## src/rtl/board_io_top.sv

```systemverilog
// ----------------------------------------------------------------------------
// board_io_top
//
// Pin-level board wrapper. Samples the slide switches into a 32-bit I/O
// register once per clock and presents that register on the eight
// seven-segment digits (hexadecimal, active-low) and on the red LEDs.
// The I/O register is the hand-off point for the CPU core that will later
// be instantiated here and drive the same register.
//
// Ports:
//   CLOCK_50   in   1        system clock, rising edge active
//   CLOCK2_50  in   1        unused
//   CLOCK3_50  in   1        unused
//   KEY        in   4        KEY[0] = asynchronous active-high reset,
//                            KEY[3:1] unused
//   SW         in   SW_WIDTH slide switches
//   LEDG       out  9        LEDG[0] = running (not in reset), rest 0
//   LEDR       out  SW_WIDTH mirror of io_reg[SW_WIDTH-1:0]
//   HEX0..7    out  7 each   digit n shows io_reg[4n+3:4n], active-low
//                            segments, bit6=g .. bit0=a
// ----------------------------------------------------------------------------
module board_io_top #(
    parameter int SW_WIDTH = 18
) (
    input  logic                CLOCK_50,
    input  logic                CLOCK2_50,
    input  logic                CLOCK3_50,
    input  logic [3:0]          KEY,
    input  logic [SW_WIDTH-1:0] SW,
    output logic [8:0]          LEDG,
    output logic [SW_WIDTH-1:0] LEDR,
    output logic [6:0]          HEX0,
    output logic [6:0]          HEX1,
    output logic [6:0]          HEX2,
    output logic [6:0]          HEX3,
    output logic [6:0]          HEX4,
    output logic [6:0]          HEX5,
    output logic [6:0]          HEX6,
    output logic [6:0]          HEX7
);

    localparam int IO_WIDTH = 32;
    localparam int DIGITS   = 8;

    logic                clk;
    logic                rst;
    logic [IO_WIDTH-1:0] io_reg;
    logic [IO_WIDTH-1:0] sw_ext;
    logic [6:0]          digit_seg [DIGITS];

    assign clk = CLOCK_50;
    assign rst = KEY[0];

    // Inputs present on the board connector but not used by this design.
    // Folding them into a named sink keeps them visibly accounted for.
    logic unused_inputs;
    assign unused_inputs = &{1'b0, CLOCK2_50, CLOCK3_50, KEY[3:1]};

    // Active-low seven-segment encoding, gfedcba.
    function automatic logic [6:0] seg(input logic [3:0] nibble);
        logic [6:0] code;
        code = 7'b1111111;
        unique case (nibble)
            4'h0: code = 7'b1000000;
            4'h1: code = 7'b1111001;
            4'h2: code = 7'b0100100;
            4'h3: code = 7'b0110000;
            4'h4: code = 7'b0011001;
            4'h5: code = 7'b0010010;
            4'h6: code = 7'b0000010;
            4'h7: code = 7'b1111000;
            4'h8: code = 7'b0000000;
            4'h9: code = 7'b0010000;
            4'hA: code = 7'b0001000;
            4'hB: code = 7'b0000011;
            4'hC: code = 7'b1000110;
            4'hD: code = 7'b0100001;
            4'hE: code = 7'b0000110;
            4'hF: code = 7'b0001110;
            default: code = 7'b1111111;
        endcase
        return code;
    endfunction

    // Switches are zero-extended so the upper digits read "0".
    assign sw_ext = {{(IO_WIDTH-SW_WIDTH){1'b0}}, SW};

    // Single capture register; no synchronizer or debounce by design, the
    // display only needs a stable value per clock.
    always_ff @(posedge clk or posedge rst) begin
        if (rst) begin
            io_reg <= '0;
        end else begin
            io_reg <= sw_ext;
        end
    end

    always_comb begin
        for (int n = 0; n < DIGITS; n++) begin
            digit_seg[n] = seg(io_reg[4*n +: 4]);
        end
    end

    assign HEX0 = digit_seg[0];
    assign HEX1 = digit_seg[1];
    assign HEX2 = digit_seg[2];
    assign HEX3 = digit_seg[3];
    assign HEX4 = digit_seg[4];
    assign HEX5 = digit_seg[5];
    assign HEX6 = digit_seg[6];
    assign HEX7 = digit_seg[7];

    assign LEDR = io_reg[SW_WIDTH-1:0];

    // LEDG[0] follows the reset pin directly so it drops the instant the
    // reset key is pressed, together with the cleared io_reg.
    assign LEDG = {8'b0, ~rst};

endmodule

```

## config.mk

```make
export PLATFORM = sky130hd
export DESIGN_NAME = board_io_top
export DESIGN_NICKNAME = d
export VERILOG_FILES = /design/src/rtl/board_io_top.sv
export SDC_FILE = /design/constraint.sdc
export NUM_CORES = 1
export LEC_CHECK = 0
export CAP_MARGIN = 20
export CORE_MARGIN = 3
export CORE_UTILIZATION = 40
export CTS_CLUSTER_DIAMETER = 60
export DETAILED_ROUTE_END_ITERATION = 12
export PLACE_DENSITY = 0.85
export SYNTH_ARGS = -nofsm -noshare
export SYNTH_HDL_FRONTEND = slang
export SYNTH_SLANG_ARGS = --single-unit
export TNS_END_PERCENT = 20
```

## constraint.sdc

```tcl
create_clock -name CLOCK_50 -period 4.2 [get_ports CLOCK_50]
set_input_delay 0.63 -clock CLOCK_50 [delete_from_list [all_inputs] [get_ports CLOCK_50]]
set_output_delay 0.63 -clock CLOCK_50 [all_outputs]
set_load 0.02 [all_outputs]
```

After elaboration in Yosys (flattened, before gate mapping)
Memory sizes are Yosys's and may differ from the RTL's. Cells that the tools add are included.

Register bits after elaboration: 18. ROM bits: 896. Input port bits: 25. Output and inout port bits: 83. Memories: 8.

Bitwise gates (word level): 1.

Memory list: (no name shown) (depth 16, bits a word 7, read ports 1, clocked after Yosys merged registers in 0, write ports 0, line 63) `unique case (nibble)`; (no name shown) (depth 16, bits a word 7, read ports 1, clocked after Yosys merged registers in 0, write ports 0, line 63); (no name shown) (depth 16, bits a word 7, read ports 1, clocked after Yosys merged registers in 0, write ports 0, line 63); (no name shown) (depth 16, bits a word 7, read ports 1, clocked after Yosys merged registers in 0, write ports 0, line 63); (no name shown) (depth 16, bits a word 7, read ports 1, clocked after Yosys merged registers in 0, write ports 0, line 63); (no name shown) (depth 16, bits a word 7, read ports 1, clocked after Yosys merged registers in 0, write ports 0, line 63); 2 more memories.

Operator list (count): 1-bit inverter (1).

Logic depth before layout (Yosys ltp)
Gate-level depths: netlist (run 1).

Depth after elaboration: 1. Gate-level depth with buffers: 5. Depth with buffers taken out: 5.

Least setup slack after synthesis (run 1)
No wires, ideal clock.

Kind: register to output. Start: register io_reg[4]. End: output HEX1[3]. Data arrival time: 1.591 ns. Setup slack: 1.979 ns. Stages on the path, launching flop included: 5. Buffers on the path: 0. Path through: dfrtp_1 > inv_1 > ha_1 > inv_1 > mux4_1.

Longest elaborated chain between the ends: 1.

Ends and longest elaborated chain: from (decl) (line 47) `logic [IO_WIDTH-1:0] io_reg;`; from (signal assigned) (line 94) `io_reg <= sw_ext;`; memory 16 x 7 bit; to (decl) (line 33) `output logic [6:0] HEX1,`.

No other way between the ends.

Worst setup path after layout (run 1)
Same ends and word-level chain as after synthesis.

==> results of run 1 <==
through the flow:
step | hold slack (ps) | utilization [%] | cells | total power, W
3_5_place_dp | 977 | 57.5 | 293 | 0.000443
2_1_floorplan | 638 | - | 210 | 0.000366
3_3_place_gp | 978 | 57.5 | 293 | 0.000440
5_1_grt | 736 | 58.8 | 297 | 0.000612
4_1_cts | 704 | 58.8 | 297 | 0.000587
6_report | 699 | 58.8 | 297 | 0.000579
area by class of cell:
cell class | instances | area share [%]
flip-flops and latches | 18 | 18.4
multi-input cells | 138 | 45.0
repair buffers | 73 | 29.7
inverters | 14 | 2.14
well taps | 50 | 2.55
clock buffers | 4 | 2.24
layer usage:
metal	share of wire, %	up-vias	routed length (um)
li1	-	684	-
met3	8.8	2	308
met4	0.34	0	12
met5	0	-	0
met1	42	639	1470
met2	49	72	1700
synth_stat cells, types with 3 or more instances:
cell type / number / area [um^2]
ha_1: 28 / 350
a32o_1: 4 / 40.0
a22o_1: 5 / 43.8
o31ai_1: 4 / 30.0
mux2i_1: 14 / 140
or3b_1: 3 / 26.3
buf_4: 34 / 255
inv_1: 14 / 52.6
dfrtp_1: 18 / 450
nor2b_1: 5 / 31.3
nand2b_1: 4 / 25.0
o21ai_0: 6 / 30.0
nor2_1: 11 / 41.3
nand2_1: 3 / 11.3
buf_2: 3 / 15.0
power by group:
group	switching (W)	internal, W	leakage (nW)
Clock	0.0000570	0.0000831	0.0288
Sequential	0.0000237	0.000182	0.210
Combinational	0.000120	0.000113	0.932
path summary, 6_finish.rpt:
| check | from | to | slack (ps) | cells after the start |
|---|---|---|---|---|
| max | io_reg[4]$_DFF_PP0_ | HEX1[3] | 1320 | 5 |
| min | KEY[0] | io_reg[4]$_DFF_PP0_ | 700 | 3 |
| max in group asynchronous | KEY[0] | io_reg[14]$_DFF_PP0_ | 3300 | 3 |
| min in group CLOCK_50 | SW[7] | io_reg[7]$_DFF_PP0_ | 810 | 1 |
tightest hold or removal path, cell delays in order:
cell             delay, ps
clkdlybuf4s50_1        400
inv_1                   50
buf_4                  250
logic make-up after synthesis:
group,after synthesis
adder cells (fa/ha/maj),28
AO/OA/AOI/OAI,27
other,2
flip-flops,18
multiplexers,22
AND/OR/NAND/NOR,31
buffers and inverters,54
==> summary.md, run 1 <==
| Metric | Value |
|---|---|
| Initial drt markers | `34` |
| Max FFs per register | `18` |
| Die H | `73.1 um` |
| # setup viols final | `0` |
| Root Buffer | `clkbuf_8` |
| Pwr dens | `236 mW/mm^2` |
| Status | `completed` |
| Place WS | `1560 ps` |
| Met1 Track Usage GR | `15.3%` |
| Crit path kind | `flop to primary output` |
| Area Growth Syn to Fin | `36.4%` |
| Pin count of the biggest net entering global routing | `20` |
| CP top delay family | `buffers and inverters` |
| Setup bufs post-CTS | `0` |
| First-pass GRT wire length | `5430 um` |
| Critical path required time | `3570 ps` |
| Routing usage on met2 | `22.0%` |
| Maximum clock frequency | `347 MHz` |
| Leak Pwr | `1.17 nW` |
| ANT cells | `0` |
| Worst Path Buf+Inv | `3` |
| VDD IR max | `212 uV` |
| Compound-Gate Fraction of Synth Area | `10.7%` |
| HP Class | `input pin to asynchronous set/reset pin` |
| Synth Register Bits | `18` |
| Seq/Total Area, Yosys | `25.0%` |
| HPWL after detailed placement | `2760 um` |
| Yosys cell types | `30` |
| Vias/cell | `4.70` |
| Initial core utilization | `43.1%` |
| Met3 GRT Util | `2.34%` |
| Final hold vios | `0` |
| CP Data Arrival Time | `2250 ps` |
| Top_reg_cell synth | `dfrtp_1` |
| CP max stage delay | `550 ps` |
| Largest family of logic cells by synthesized area | `adder cells` |
| Clock sinks | `18` |
| Worst-path fanout max | `8` |
| Hold buffer count at cts | `0` |
| Routed wire length | `3490 um` |
| Syn_area_per_cell | `9.89 um^2` |
| Io pins | `108` |
| FP Rows | `23` |
| Global route overflow | `0` |
| Detailed Routing Iterations Pass 1 | `4` |
| Cells after Synth | `182` |
| Slew Viols, Final | `0` |
| Worst path slowest cell | `clkdlybuf4s50_1` |
| Filler cell count | `341` |
| Share of cells above drive strength 1 | `4.86%` |
| RSZ-0062 raised after global routing | `no` |
| Nets | `301` |
| Drc violations | `0` |
| Dpl cell area | `0.00240 mm^2` |
| Async S/R FF share, synth | `100%` |
| Die extent in x | `73.1 um` |
| Most used cell, CP | `inv_1` |
| Total GRT Usage | `12.4%` |
| Final worst path period share | `68.5%` |
| CP Cell Sequence | `inv_1 > ha_1 > inv_1 > mux4_1 > clkdlybuf4s50_1` |
| Busiest grt layer | `met2` |
| ANT nets after route | `0` |
| Vias in the first global route | `1259` |
| Register area | `450 um^2` |
| CTS tree | `done` |
| Mux cell area share after synthesis | `15.7%` |
| CORE AREA | `0.00417 mm^2` |
| Final Critical Period | `2880 ps` |
| Adder-Cell Fraction of Synth Area | `19.5%` |
| Max Root-Sink Buffers | `2` |
| Startpoint Class | `flop` |
| Total Neg Setup Slack | `0 ps` |
| YS warnings | `0` |
| Routability congestion estimate | `0.776` |
| Number of flops mapped to enable cells by yosys | `0` |
| CTS H-tree lvls | `1` |
| WL/cell | `11.8 um` |
| Initial antenna violation count | `0` |
| Final Instance Area | `0.00245 mm^2` |
| Synth Area in Simple Gates | `9.25%` |
| Max_cap viols | `0` |
| Mapped cell area | `0.00180 mm^2` |
| CP endpoint kind | `primary output` |
| XOR/XNOR Fraction of Synth Area | `0%` |
| Commonest non-fill, non-tap cells in the layout | `clkdlybuf4s50_1 (72), conb_1 (30), ha_1 (28), dfrtp_1 (18)` |
| Num CTS Buffers | `3` |
| Via count | `1397` |
| Post-route worst setup slack | `1320 ps` |
| Clock slew at reported path FFs | `70 ps` |
| Die area | `0.00534 mm^2` |
| Area of the multi-input gates | `0.00110 mm^2` |
| IO Port Bufs | `72` |
| Post_cts resized | `0` |
| Commonest non-fill, non-tap cell in the layout | `clkdlybuf4s50_1` |
No activity file was read; power rests on OpenSTA's default activity.
==> inputs of run 2 (changes only) <==
CORE_UTILIZATION = 34   (was 40)
PLACE_DENSITY = 0.77   (was 0.85)
clock period = 2.5 ns   (was 4.2 ns; I/O delays follow)
==> summary.md, run 2 (synthesis gave the netlist of run 1 again) <==
| Metric | Value |
|---|---|
| Status | `completed` |
| HP Class | `input pin to asynchronous set/reset pin` |
| Max Root-Sink Buffers | `2` |
| Total GRT Usage | `11.7%` |
| Critical path required time | `2120 ps` |
| # setup viols final | `0` |
| Pin count of the biggest net entering global routing | `19` |
| Root Buffer | `clkbuf_8` |
| First-pass GRT wire length | `6000 um` |
| CTS H-tree lvls | `1` |
| Die area | `0.00620 mm^2` |
| Crit path kind | `flop to primary output` |
| Hold buffer count at cts | `0` |
| WL/cell | `11.8 um` |
| Met3 GRT Util | `3.40%` |
| Die H | `78.7 um` |
| Vias/cell | `4.38` |
| Vias in the first global route | `1391` |
| Maximum clock frequency | `422 MHz` |
| Routing usage on met2 | `20.9%` |
| VDD IR max | `270 uV` |
| Initial antenna violation count | `0` |
| FP Rows | `25` |
| Startpoint Class | `flop` |
| CTS tree | `done` |
| Detailed Routing Iterations Pass 1 | `4` |
| Worst-margin pin slew | `527 ps` |
| CORE AREA | `0.00491 mm^2` |
| HPWL after detailed placement | `2960 um` |
| CP Launch Point | `io_reg[8]$_DFF_PP0_` |
| CP endpoint kind | `primary output` |
| RSZ-0062 raised after global routing | `no` |
| Leak Pwr | `1.30 nW` |
| Fin util | `51.5%` |
| Slew margin rel. | `64.9%` |
| Share of cells above drive strength 1 | `8.30%` |
| Filler cell count | `461` |
| ANT cells | `0` |
| Via count | `1402` |
| CP Data Arrival Time | `1990 ps` |
| Fin cells | `320` |
| Final Critical Period | `2370 ps` |
| Commonest non-fill, non-tap cells in the layout | `clkdlybuf4s50_1 (59), conb_1 (30), ha_1 (28), dfrtp_1 (15)` |
| IO Port Bufs | `72` |
| Final worst path period share | `94.7%` |
| Pwr dens | `371 mW/mm^2` |
| Post-route worst setup slack | `133 ps` |
| Area Growth Syn to Fin | `40.5%` |
| Slew Viols, Final | `0` |
| Routed wire length | `3770 um` |
| Worst path slowest cell | `clkdlybuf4s50_1` |
| Max FFs per register | `18` |
| Worst-path fanout max | `5` |
| Die extent in x | `78.7 um` |
| Clock slew at reported path FFs | `70 ps` |
| ANT nets after route | `0` |
| Nets | `308` |
| Global route overflow | `0` |
| Routability congestion estimate | `0.782` |
| Post-placement cell count | `317` |
| Clock sinks | `18` |
| Commonest non-fill, non-tap cell in the layout | `clkdlybuf4s50_1` |
| Max_cap viols | `0` |
| Num CTS Buffers | `3` |
| CP Cell Sequence | `buf_4 > ha_1 > mux2_2 > nand2_1 > o31ai_1 > clkdlybuf4s50_1` |
| Initial core utilization | `36.6%` |
| CP max stage delay | `550 ps` |
| Drc violations | `0` |
| Place WS | `159 ps` |
| Initial drt markers | `19` |
| Met1 Track Usage GR | `13.7%` |
| Io pins | `108` |
| Busiest grt layer | `met2` |
| Final hold vios | `0` |
==> run 2: cell count changes in the layout (fill, tap and decap cells not counted), sizes merged <==
cell	before	now
buf	1	8
clkbuf	4	3
clkdlybuf4s50	72	59
dlygate4sd2	0	6
dlymetal6s2s	0	7
==> run 2: worst max-delay path, delay by kind of cell, from the launching register on <==
kind	cells	cell delay, ps
buffers and inverters	2	710
DFF	1	410
muxes	1	270
adders and majority gates	1	230
and+or+nand+nor	1	60
AOI/OAI and AO/OA	1	60
==> run 2: where the power goes <==
part           internal, W  leakage [nW]  switching (W)  total (W)
Sequential        0.000306         0.207      0.0000323   0.000339
Combinational     0.000189          1.07       0.000213   0.000402
Clock             0.000107        0.0216      0.0000895   0.000196
==> run 2: area by class of cell <==
type / count / area [um^2] / share of cell area [%]
multi-input combinational: 138 / 1100 / 43.7
timing repair buffer: 80 / 791 / 31.3
sequential: 18 / 454 / 18.0
tap: 67 / 83.8 / 3.32
inverter: 14 / 52.6 / 2.08
clock buffer: 3 / 41.3 / 1.63
==> run 2: how the worst max path moves through the flow <==
stage	to	slack [ps]	cells past startpoint
floorplan	HEX1[3]	530	4
global placement	HEX2[3]	170	5
detailed placement	HEX3[3]	160	5
CTS	HEX0[3]	-40	5
global route	HEX2[5]	10	6
finish	HEX2[5]	130	6
==> run 2: timing repair <==
action                                  in CTS  in global routing
endpoints found under the setup margin       7                  8
gates resized for setup                      7                  9
buffers inserted                             0                  0
==> run 2: routing by layer <==
metal / wire length [um] / share of wire, %
met5: 0 / 0
met4: 10 / 0.26
met1: 1540 / 41
met2: 1810 / 48
met3: 409 / 11
==> run 2: stage by stage <==
| step | setup TNS [ps] | area (um^2) | hold WS, ps | power [W] |
|---|---|---|---|---|
| 2_1_floorplan | 0 | 1900 | 383 | 0.000616 |
| 3_3_place_gp | 0 | 2470 | 753 | 0.000751 |
| 3_5_place_dp | 0 | 2470 | 751 | 0.000757 |
| 4_1_cts | -44.9 | 2510 | 489 | 0.000955 |
| 5_1_grt | 0 | 2530 | 530 | 0.000994 |
| 6_report | 0 | 2530 | 485 | 0.000937 |
